==> src/rtl/bus_dev_endpoint.sv <==
// Device-side bus endpoint: buffers host packets toward the arbiter in a TX FIFO and
// collects address-filtered arbiter deliveries in an RX FIFO.
module bus_dev_endpoint #(
   parameter int unsigned pckg_sz   = 16,
   parameter int unsigned depth     = 8,
   parameter logic [7:0]  id        = 8'h00,
   parameter logic [7:0]  broadcast = 8'hFF
) (
   input  logic               clk,
   input  logic               reset,
   input  logic               tx_valid,
   input  logic [pckg_sz-1:0] tx_data,
   output logic               tx_ready,
   output logic               rx_valid,
   output logic [pckg_sz-1:0] rx_data,
   input  logic               rx_ready,
   output logic               pndng,
   output logic [pckg_sz-1:0] D_pop,
   input  logic               pop,
   input  logic               push,
   input  logic [pckg_sz-1:0] D_push,
   output logic [7:0]         drop_cnt,
   output logic               err_pop
);
   localparam int unsigned AW       = $clog2(depth);
   localparam logic [AW:0] PTR_STEP = {{AW{1'b0}}, 1'b1};

   logic [pckg_sz-1:0] txMem_q [depth];
   logic [pckg_sz-1:0] rxMem_q [depth];
   logic [AW:0]        txWrPtr_q, txWrPtr_d, txRdPtr_q, txRdPtr_d;
   logic [AW:0]        rxWrPtr_q, rxWrPtr_d, rxRdPtr_q, rxRdPtr_d;
   logic [7:0]         dropCnt_q, dropCnt_d;
   logic               errPop_q, errPop_d;

   logic txEmpty, txFull, rxEmpty, rxFull;
   logic txWrEn, txRdEn, rxMatch, rxWrEn, rxRdEn, rxDrop;

   // The pointer MSB is a wrap bit: equal low bits with differing MSBs means full.
   assign txEmpty = (txWrPtr_q == txRdPtr_q);
   assign txFull  = (txWrPtr_q[AW] != txRdPtr_q[AW]) &&
                    (txWrPtr_q[AW-1:0] == txRdPtr_q[AW-1:0]);
   assign rxEmpty = (rxWrPtr_q == rxRdPtr_q);
   assign rxFull  = (rxWrPtr_q[AW] != rxRdPtr_q[AW]) &&
                    (rxWrPtr_q[AW-1:0] == rxRdPtr_q[AW-1:0]);

   assign txWrEn  = tx_valid && !txFull;
   assign txRdEn  = pop && !txEmpty;
   assign rxMatch = push && ((D_push[pckg_sz-1 -: 8] == id) ||
                             (D_push[pckg_sz-1 -: 8] == broadcast));
   assign rxWrEn  = rxMatch && !rxFull;
   assign rxDrop  = rxMatch && rxFull;
   assign rxRdEn  = rx_ready && !rxEmpty;

   assign tx_ready = !txFull;
   assign pndng    = !txEmpty;
   assign D_pop    = txEmpty ? '0 : txMem_q[txRdPtr_q[AW-1:0]];
   assign rx_valid = !rxEmpty;
   assign rx_data  = rxEmpty ? '0 : rxMem_q[rxRdPtr_q[AW-1:0]];
   assign drop_cnt = dropCnt_q;
   assign err_pop  = errPop_q;

   always_comb begin
      txWrPtr_d = txWrEn ? txWrPtr_q + PTR_STEP : txWrPtr_q;
      txRdPtr_d = txRdEn ? txRdPtr_q + PTR_STEP : txRdPtr_q;
      rxWrPtr_d = rxWrEn ? rxWrPtr_q + PTR_STEP : rxWrPtr_q;
      rxRdPtr_d = rxRdEn ? rxRdPtr_q + PTR_STEP : rxRdPtr_q;
      dropCnt_d = (rxDrop && (dropCnt_q != 8'hFF)) ? dropCnt_q + 8'd1 : dropCnt_q;
      errPop_d  = errPop_q || (pop && txEmpty);
   end

   always_ff @(posedge clk or posedge reset) begin
      if (reset) begin
         txWrPtr_q <= '0;
         txRdPtr_q <= '0;
         rxWrPtr_q <= '0;
         rxRdPtr_q <= '0;
         dropCnt_q <= '0;
         errPop_q  <= 1'b0;
      end else begin
         txWrPtr_q <= txWrPtr_d;
         txRdPtr_q <= txRdPtr_d;
         rxWrPtr_q <= rxWrPtr_d;
         rxRdPtr_q <= rxRdPtr_d;
         dropCnt_q <= dropCnt_d;
         errPop_q  <= errPop_d;
      end
   end

   // Storage needs no reset: every output read of it is masked while its FIFO is empty.
   always_ff @(posedge clk) begin
      if (txWrEn) txMem_q[txWrPtr_q[AW-1:0]] <= tx_data;
      if (rxWrEn) rxMem_q[rxWrPtr_q[AW-1:0]] <= D_push;
   end
endmodule

==> config.mk <==
export PLATFORM = sky130hd
export DESIGN_NAME = bus_dev_endpoint
export DESIGN_NICKNAME = d
export VERILOG_FILES = /design/src/rtl/bus_dev_endpoint.sv
export SDC_FILE = /design/constraint.sdc
export NUM_CORES = 1
export LEC_CHECK = 0
export ABC_AREA = 1
export CAP_MARGIN = 20
export CORE_AREA = 2 2 156 158
export CTS_BUF_LIST = sky130_fd_sc_hd__clkbuf_8
export CTS_CLUSTER_DIAMETER = 30
export DETAILED_ROUTE_END_ITERATION = 10
export DIE_AREA = 0 0 158 160
export GPL_ROUTABILITY_DRIVEN = 0
export PLACE_DENSITY = 0.8
export SLEW_MARGIN = 20
export SYNTH_ARGS = -nofsm -noshare
export SYNTH_HDL_FRONTEND = slang
export SYNTH_SLANG_ARGS = --single-unit
export TNS_END_PERCENT = 50
==> constraint.sdc <==
create_clock -name clk -period 2.9 [get_ports clk]
set_clock_uncertainty 0.15 [all_clocks]
set_input_delay 0.725 -clock clk [delete_from_list [all_inputs] [get_ports clk]]
set_output_delay 0.725 -clock clk [all_outputs]
set_load 0.02 [all_outputs]
# Word-level counts from Yosys, hierarchy flattened
# Memory sizes are Yosys's and may differ from the RTL's.
# Cells that the tools add are included.
[word_totals]
ff_bits = 25
ramBits = 256
inputBits = 38
out_inout_bits = 44
wordCells = 44
n_memories = 2
[classes]
n_addsub = 5
eq_ne = 8
mux = 6
reduce_logical = 17
[mem_list]
columns = ["name", "words", "word_bits", "rd", "rd_clocked_by_memory_dff", "write_ports", "line", "source"]
rows = [
  ["rxMem_q", 8, 16, 1, 0, 1, "29", "logic [pckg_sz-1:0] rxMem_q [depth];"],
  ["txMem_q", 8, 16, 1, 0, 1, "28", "logic [pckg_sz-1:0] txMem_q [depth];"],
]
[op_table]
columns = ["op", "n"]
rows = [
  ["16-bit 2-to-1 mux", 2],
  ["4-bit by 1-bit adder with 4-bit output, second input constant", 4],
  ["1-bit logical AND", 10],
  ["8-bit by 1-bit adder with 8-bit output, second input constant", 1],
  ["4-bit equality test", 2],
  ["8-bit equality test, second input constant", 1],
  ["8-bit zero test", 1],
  ["8-bit != test, second input constant", 1],
  ["3-bit equality test", 2],
  ["1-bit zero test", 4],
  ["1-bit 2-to-1 mux", 4],
  ["1-bit logical OR", 2],
  ["1-bit != test", 2],
]

# Longest topological paths before layout
[logic_depth]
depth_word = 6
mapped_depth = 10
mapped_depth_nobuf = 10

# Least setup slack after synthesis
# Ideal clock, no wire load.
[synth_path]
path_kind = "reg-to-reg"
start = "register txWrPtr_q[2]"
end = "memory txMem_q[3][0], enable pin"
setup_time_ps = 409
arrival_time_ps = 2253
t_required_ps = 2341
setup_slack_ps = 87
path_stages_with_launch = 7
n_path_buf = 1
synth_period_minus_slack_ps = 2813
path_cell_list = "dfrtp_1 -> buf_2 -> xor2_1 -> nor2_1 -> nand2_1 -> nand2_2 -> nor3_1"
[synth_between]
elab_chain_cells = 6
[synth_lines]
columns = ["element", "line", "source"]
rows = [
  ["start: declaration", "30", "logic [AW:0] txWrPtr_q, txWrPtr_d, txRdPtr_q, txRdPtr_d;"],
  ["start signal: assignment", "80", "txWrPtr_q <= txWrPtr_d;"],
  ["3-bit equality test", "41", "(txWrPtr_q[AW-1:0] == txRdPtr_q[AW-1:0]);"],
  ["1-bit logical AND", "40", "assign txFull = (txWrPtr_q[AW] != txRdPtr_q[AW]) &&"],
  ["1-bit zero test", "n/a", ""],
  ["net tx_ready", "13", "output logic tx_ready,"],
  ["1-bit logical AND", "46", "assign txWrEn = tx_valid && !txFull;"],
  ["1-bit 2-to-1 mux", "91", "if (txWrEn) txMem_q[txWrPtr_q[AW-1:0]] <= tx_data;"],
  ["1-bit 2-to-1 mux (not written as such)", "91", ""],
  ["end: declaration", "28", ""],
]
# The timed path passes the listed nets, and every way through them passes these cells.

# Final worst setup path
[layout_path]
start = "register txRdPtr_q[0]"
end = "output D_pop[4]"
[layout_between]
elab_chain_cells = 2
word_cells_on_any_way = 3
cone_classes = "1 x eq/ne; 1 x mux; 1 x memory"
[layout_lines]
columns = ["element", "line", "source"]
rows = [
  ["start: declaration", "30", ""],
  ["start signal: assignment", "81", "txRdPtr_q <= txRdPtr_d;"],
  ["memory read 8 x 16 bit / 4-bit equality test (equally long branches)", "n/a", ""],
  ["16-bit 2-to-1 mux *", "56", "assign D_pop = txEmpty ? '0 : txMem_q[txRdPtr_q[AW-1:0]];"],
  ["end: declaration", "18", "output logic [pckg_sz-1:0] D_pop,"],
]
# Every way passes the cells marked *; elsewhere a longest branch is shown, timed or not.

==> results.md <==
- Routed vias/inst: 5.57
- Most frequently used flop master after synthesis: edfxtp_1
- Sequential area share after synthesis: 71.9%
- CTS root buffer: clkbuf_8
- Die H: 160 um
- Status: finished, violations left
- Clk buf depth: 3
- Final period util: 107%
- Crit Path Category: flop to primary output
- Unrepaired setup endpoints after global routing: yes
- Dpl cells: 1421
- Mapped Nets: between 1000 and 1500
- Routed Antenna Nets: 0
- Final Slew Violations: 0
- Worst-Margin Slew: 423 ps
- Worst vdd rail ir drop: 0.893 mV
- TritonCTS Buffers: 51
- # rows: 57
- Core ar.: 23800 um2
- Startpoint Class: flop
- Fillers: 1739
- Max Cap Viol: 0
- DP Area: between 10000 and 15000 um2
- Via count: 8580
- DRT Pass-1 Iters: 6
- Slowest CP cell: dfrtp_2
- Buffers added on ports: 81
- CTS tree: done
- FF/Latch Area: 8320 um2
- Worst-skew pair later-pin latency: 570 ps
- Cells after Synth: ~990
- Wire per inst: 19.3 um
- Failing checks: setup timing
- Req. time, crit path: 2030 ps
- Max-Slew Margin vs Limit: 71.7%
- Static leakage: between 5 and 6 nW
- Maximum operating frequency: 0.321 GHz
- 1st-iter DRT viols: 895
- # IOs: 82
- GR Overflow Total: 0
- Mean Syn Cell Area: approximately 12 um2
- Largest stage delay on the critical path: ~500 ps
- Final Critical Period: 3120 ps
- Hold Fails Final Rpt: 0
- Area of the multi-input gates: between 3000 and 4000 um2
- TritonCTS Sinks: approximately 280
- Crit-path max FO: 9
- Die width: 158 um
- H-tree depth: 2
- WHS Path Cells: 1
- Drt total wl: 29800 um
- Diode count: 0
- DR DRC count: 0
- Finished Cell Area: 14900 um2
- Initial core utilization: 48.5%
- Fin nets: 1218
- Largest net degree at the start of global routing: 65
- Initial antenna violation count: 0
- First-pass GRT wire length: about 42000 um
- HPWL Detailed: 16900 um
- Full die area: 25300 um2
- Synth Register Bits: 281
- Netlist Area Pre-Place: 11600 um2
- Ys async rst share: between 8 and 9%
- FF-to-FF path depth: 8
- Yosys cell types: 25
- Critical-path cell list: buf_12 -> buf_8 -> buf_6 -> o21ai_0 -> o21ai_1 -> nor2_1 -> nor2_1 -> buf_4
- # setup viols final: 31
- Ys Warns: 0
- CP most frequent cell: nor2_1
- Critical Path Sink Type: primary output
- Hold Crit Class: flop to flop
- Share of cells above drive strength 1: between 20% and 30%
- Layout Cells excl Fill: 1540
- Area delta synth->final: 29.2%
- PwrDens: approximately 1100 nW/um2
- Total Routing Usage GR: 21.6%
- Clock transition at path regs: about 60 ps
- Via count of the first global-routing pass: 8154
- Final worst slack: -217 ps
- Post-synth EDFFs: 256
- Crit path DAT: 2240 ps
-- state kept, by name (all words and copies together), names as in the netlist --
signal	count
drop_cnt	8
err_pop	1
rxMem_q	128
rxRdPtr_q	4
rxWrPtr_q	4
txMem_q	128
txRdPtr_q	4
txWrPtr_q	4
-- cell usage after synthesis, types with 5 or more instances --
| cell | instances | area share (%) |
|---|---|---|
| nand2_1 | 78 | 2.5 |
| ha_1 | 5 | 0.54 |
| buf_2 | 13 | 0.56 |
| dfrtp_1 | 25 | 5.4 |
| clkbuf_1 | 26 | 0.84 |
| buf_4 | 8 | 0.52 |
| o22ai_1 | 32 | 1.7 |
| xor2_1 | 9 | 0.68 |
| edfxtp_1 | 256 | 67 |
| inv_1 | 32 | 1.0 |
| o21ai_0 | 185 | 8.0 |
| o21ai_1 | 15 | 0.65 |
| nand3_1 | 23 | 1.0 |
| xnor2_1 | 9 | 0.68 |
| nor2_1 | 250 | 8.1 |
-- path summary, 6_finish.rpt --
path / from / endpoint / slack (ps)
max reg2reg: txRdPtr_q[0] / txMem_q[2][8] / 610
max: txRdPtr_q[0] / D_pop[4] / -220
min in group asynchronous: reset / drop_cnt[0] / 370
max in group asynchronous: reset / rxRdPtr_q[0] / 1960
min reg2reg: err_pop / err_pop / 330
min: err_pop / err_pop / 330
-- layer usage --
metal	vias to the layer above	global-route usage [%]	routed length [um]
met3	103	4.83	2210
li1	3889	-	-
met2	434	36.2	15100
met4	0	10.9	1360
met1	4154	26.3	11100
met5	-	0	0
-- kinds of logic after synthesis --
family / after synthesis / share of synthesized area (%)
buffers and inverters: 85 / 3.23
xor gates and xnor gates: 18 / 1.36
and+or+nand+nor: 363 / 12.4
adders and majority gates: 5 / 0.541
AOI/OAI and AO/OA: 234 / 10.5
DFF: 281 / 71.9
-- worst max-delay path: cells and delay by family, from the launching register on --
kind            cells  cell delay (ps)
simple gates        2              190
flops               1              500
compound gates      2              380
buf+inv             4              590
-- layout by cell type (no fill, tap or decap), types with 9 or more instances in the layout --
cell / synthesis / routed
o21ai_1: 15 / 68
o21ai_0: 185 / 118
edfxtp_1: 256 / 256
nor2_2: 0 / 17
clkbuf_8: 0 / 52
o22ai_1: 32 / 28
clkinv_1: 0 / 12
nand3_1: 23 / 23
buf_6: 1 / 17
clkdlybuf4s50_1: 0 / 46
xor2_1: 9 / 9
clkinv_2: 0 / 9
o21ai_2: 0 / 10
nor2_1: 250 / 228
dfrtp_1: 25 / 21
buf_12: 0 / 12
nand2_1: 78 / 77
buf_4: 8 / 92
inv_1: 32 / 38
-- layout make-up --
type                    count  share of cell area [%]
clock buffers              52                    4.79
clock inverters            42                    2.32
inverters                  34                   0.939
multi-input cells         620                    20.9
flip-flops and latches    281                    55.7
well taps                 324                    2.72
repair buffers            187                    12.6
-- per-stage QoR --
stage          total power, mW  hold slack, ps  setup TNS, ps  worst slack [ps]  util (%)
2_1_floorplan             8.34             352              0              87.2         -
3_3_place_gp              10.6             318              0              12.4      55.6
3_5_place_dp              10.8             315           -721             -40.0      55.6
4_1_cts                   14.6             332          -1190              -150      60.2
5_1_grt                   16.5             362          -4640              -265      62.7
6_report                  15.8             325          -2120              -217      62.7
-- power by group --
| group | switching [mW] | internal, mW | leakage (nW) |
|---|---|---|---|
| Sequential | 0.207 | 4.80 | 2.62 |
| Combinational | 4.13 | 2.79 | 2.33 |
| Clock | 1.68 | 2.15 | 0.568 |
| Total | 6.01 | 9.74 | 5.52 |
-- repair_timing --
| item | 4_1_cts | 5_1_grt |
|---|---|---|
| buffers inserted | 5 | 7 |
| setup endpoints to repair | 35 | 35 |
| gates cloned | 1 | 12 |
| resized for setup | 183 | 140 |
| hold buffers | 0 | 0 |
| pin swaps | 7 | 39 |
Power figures use the tool's default switching activity.
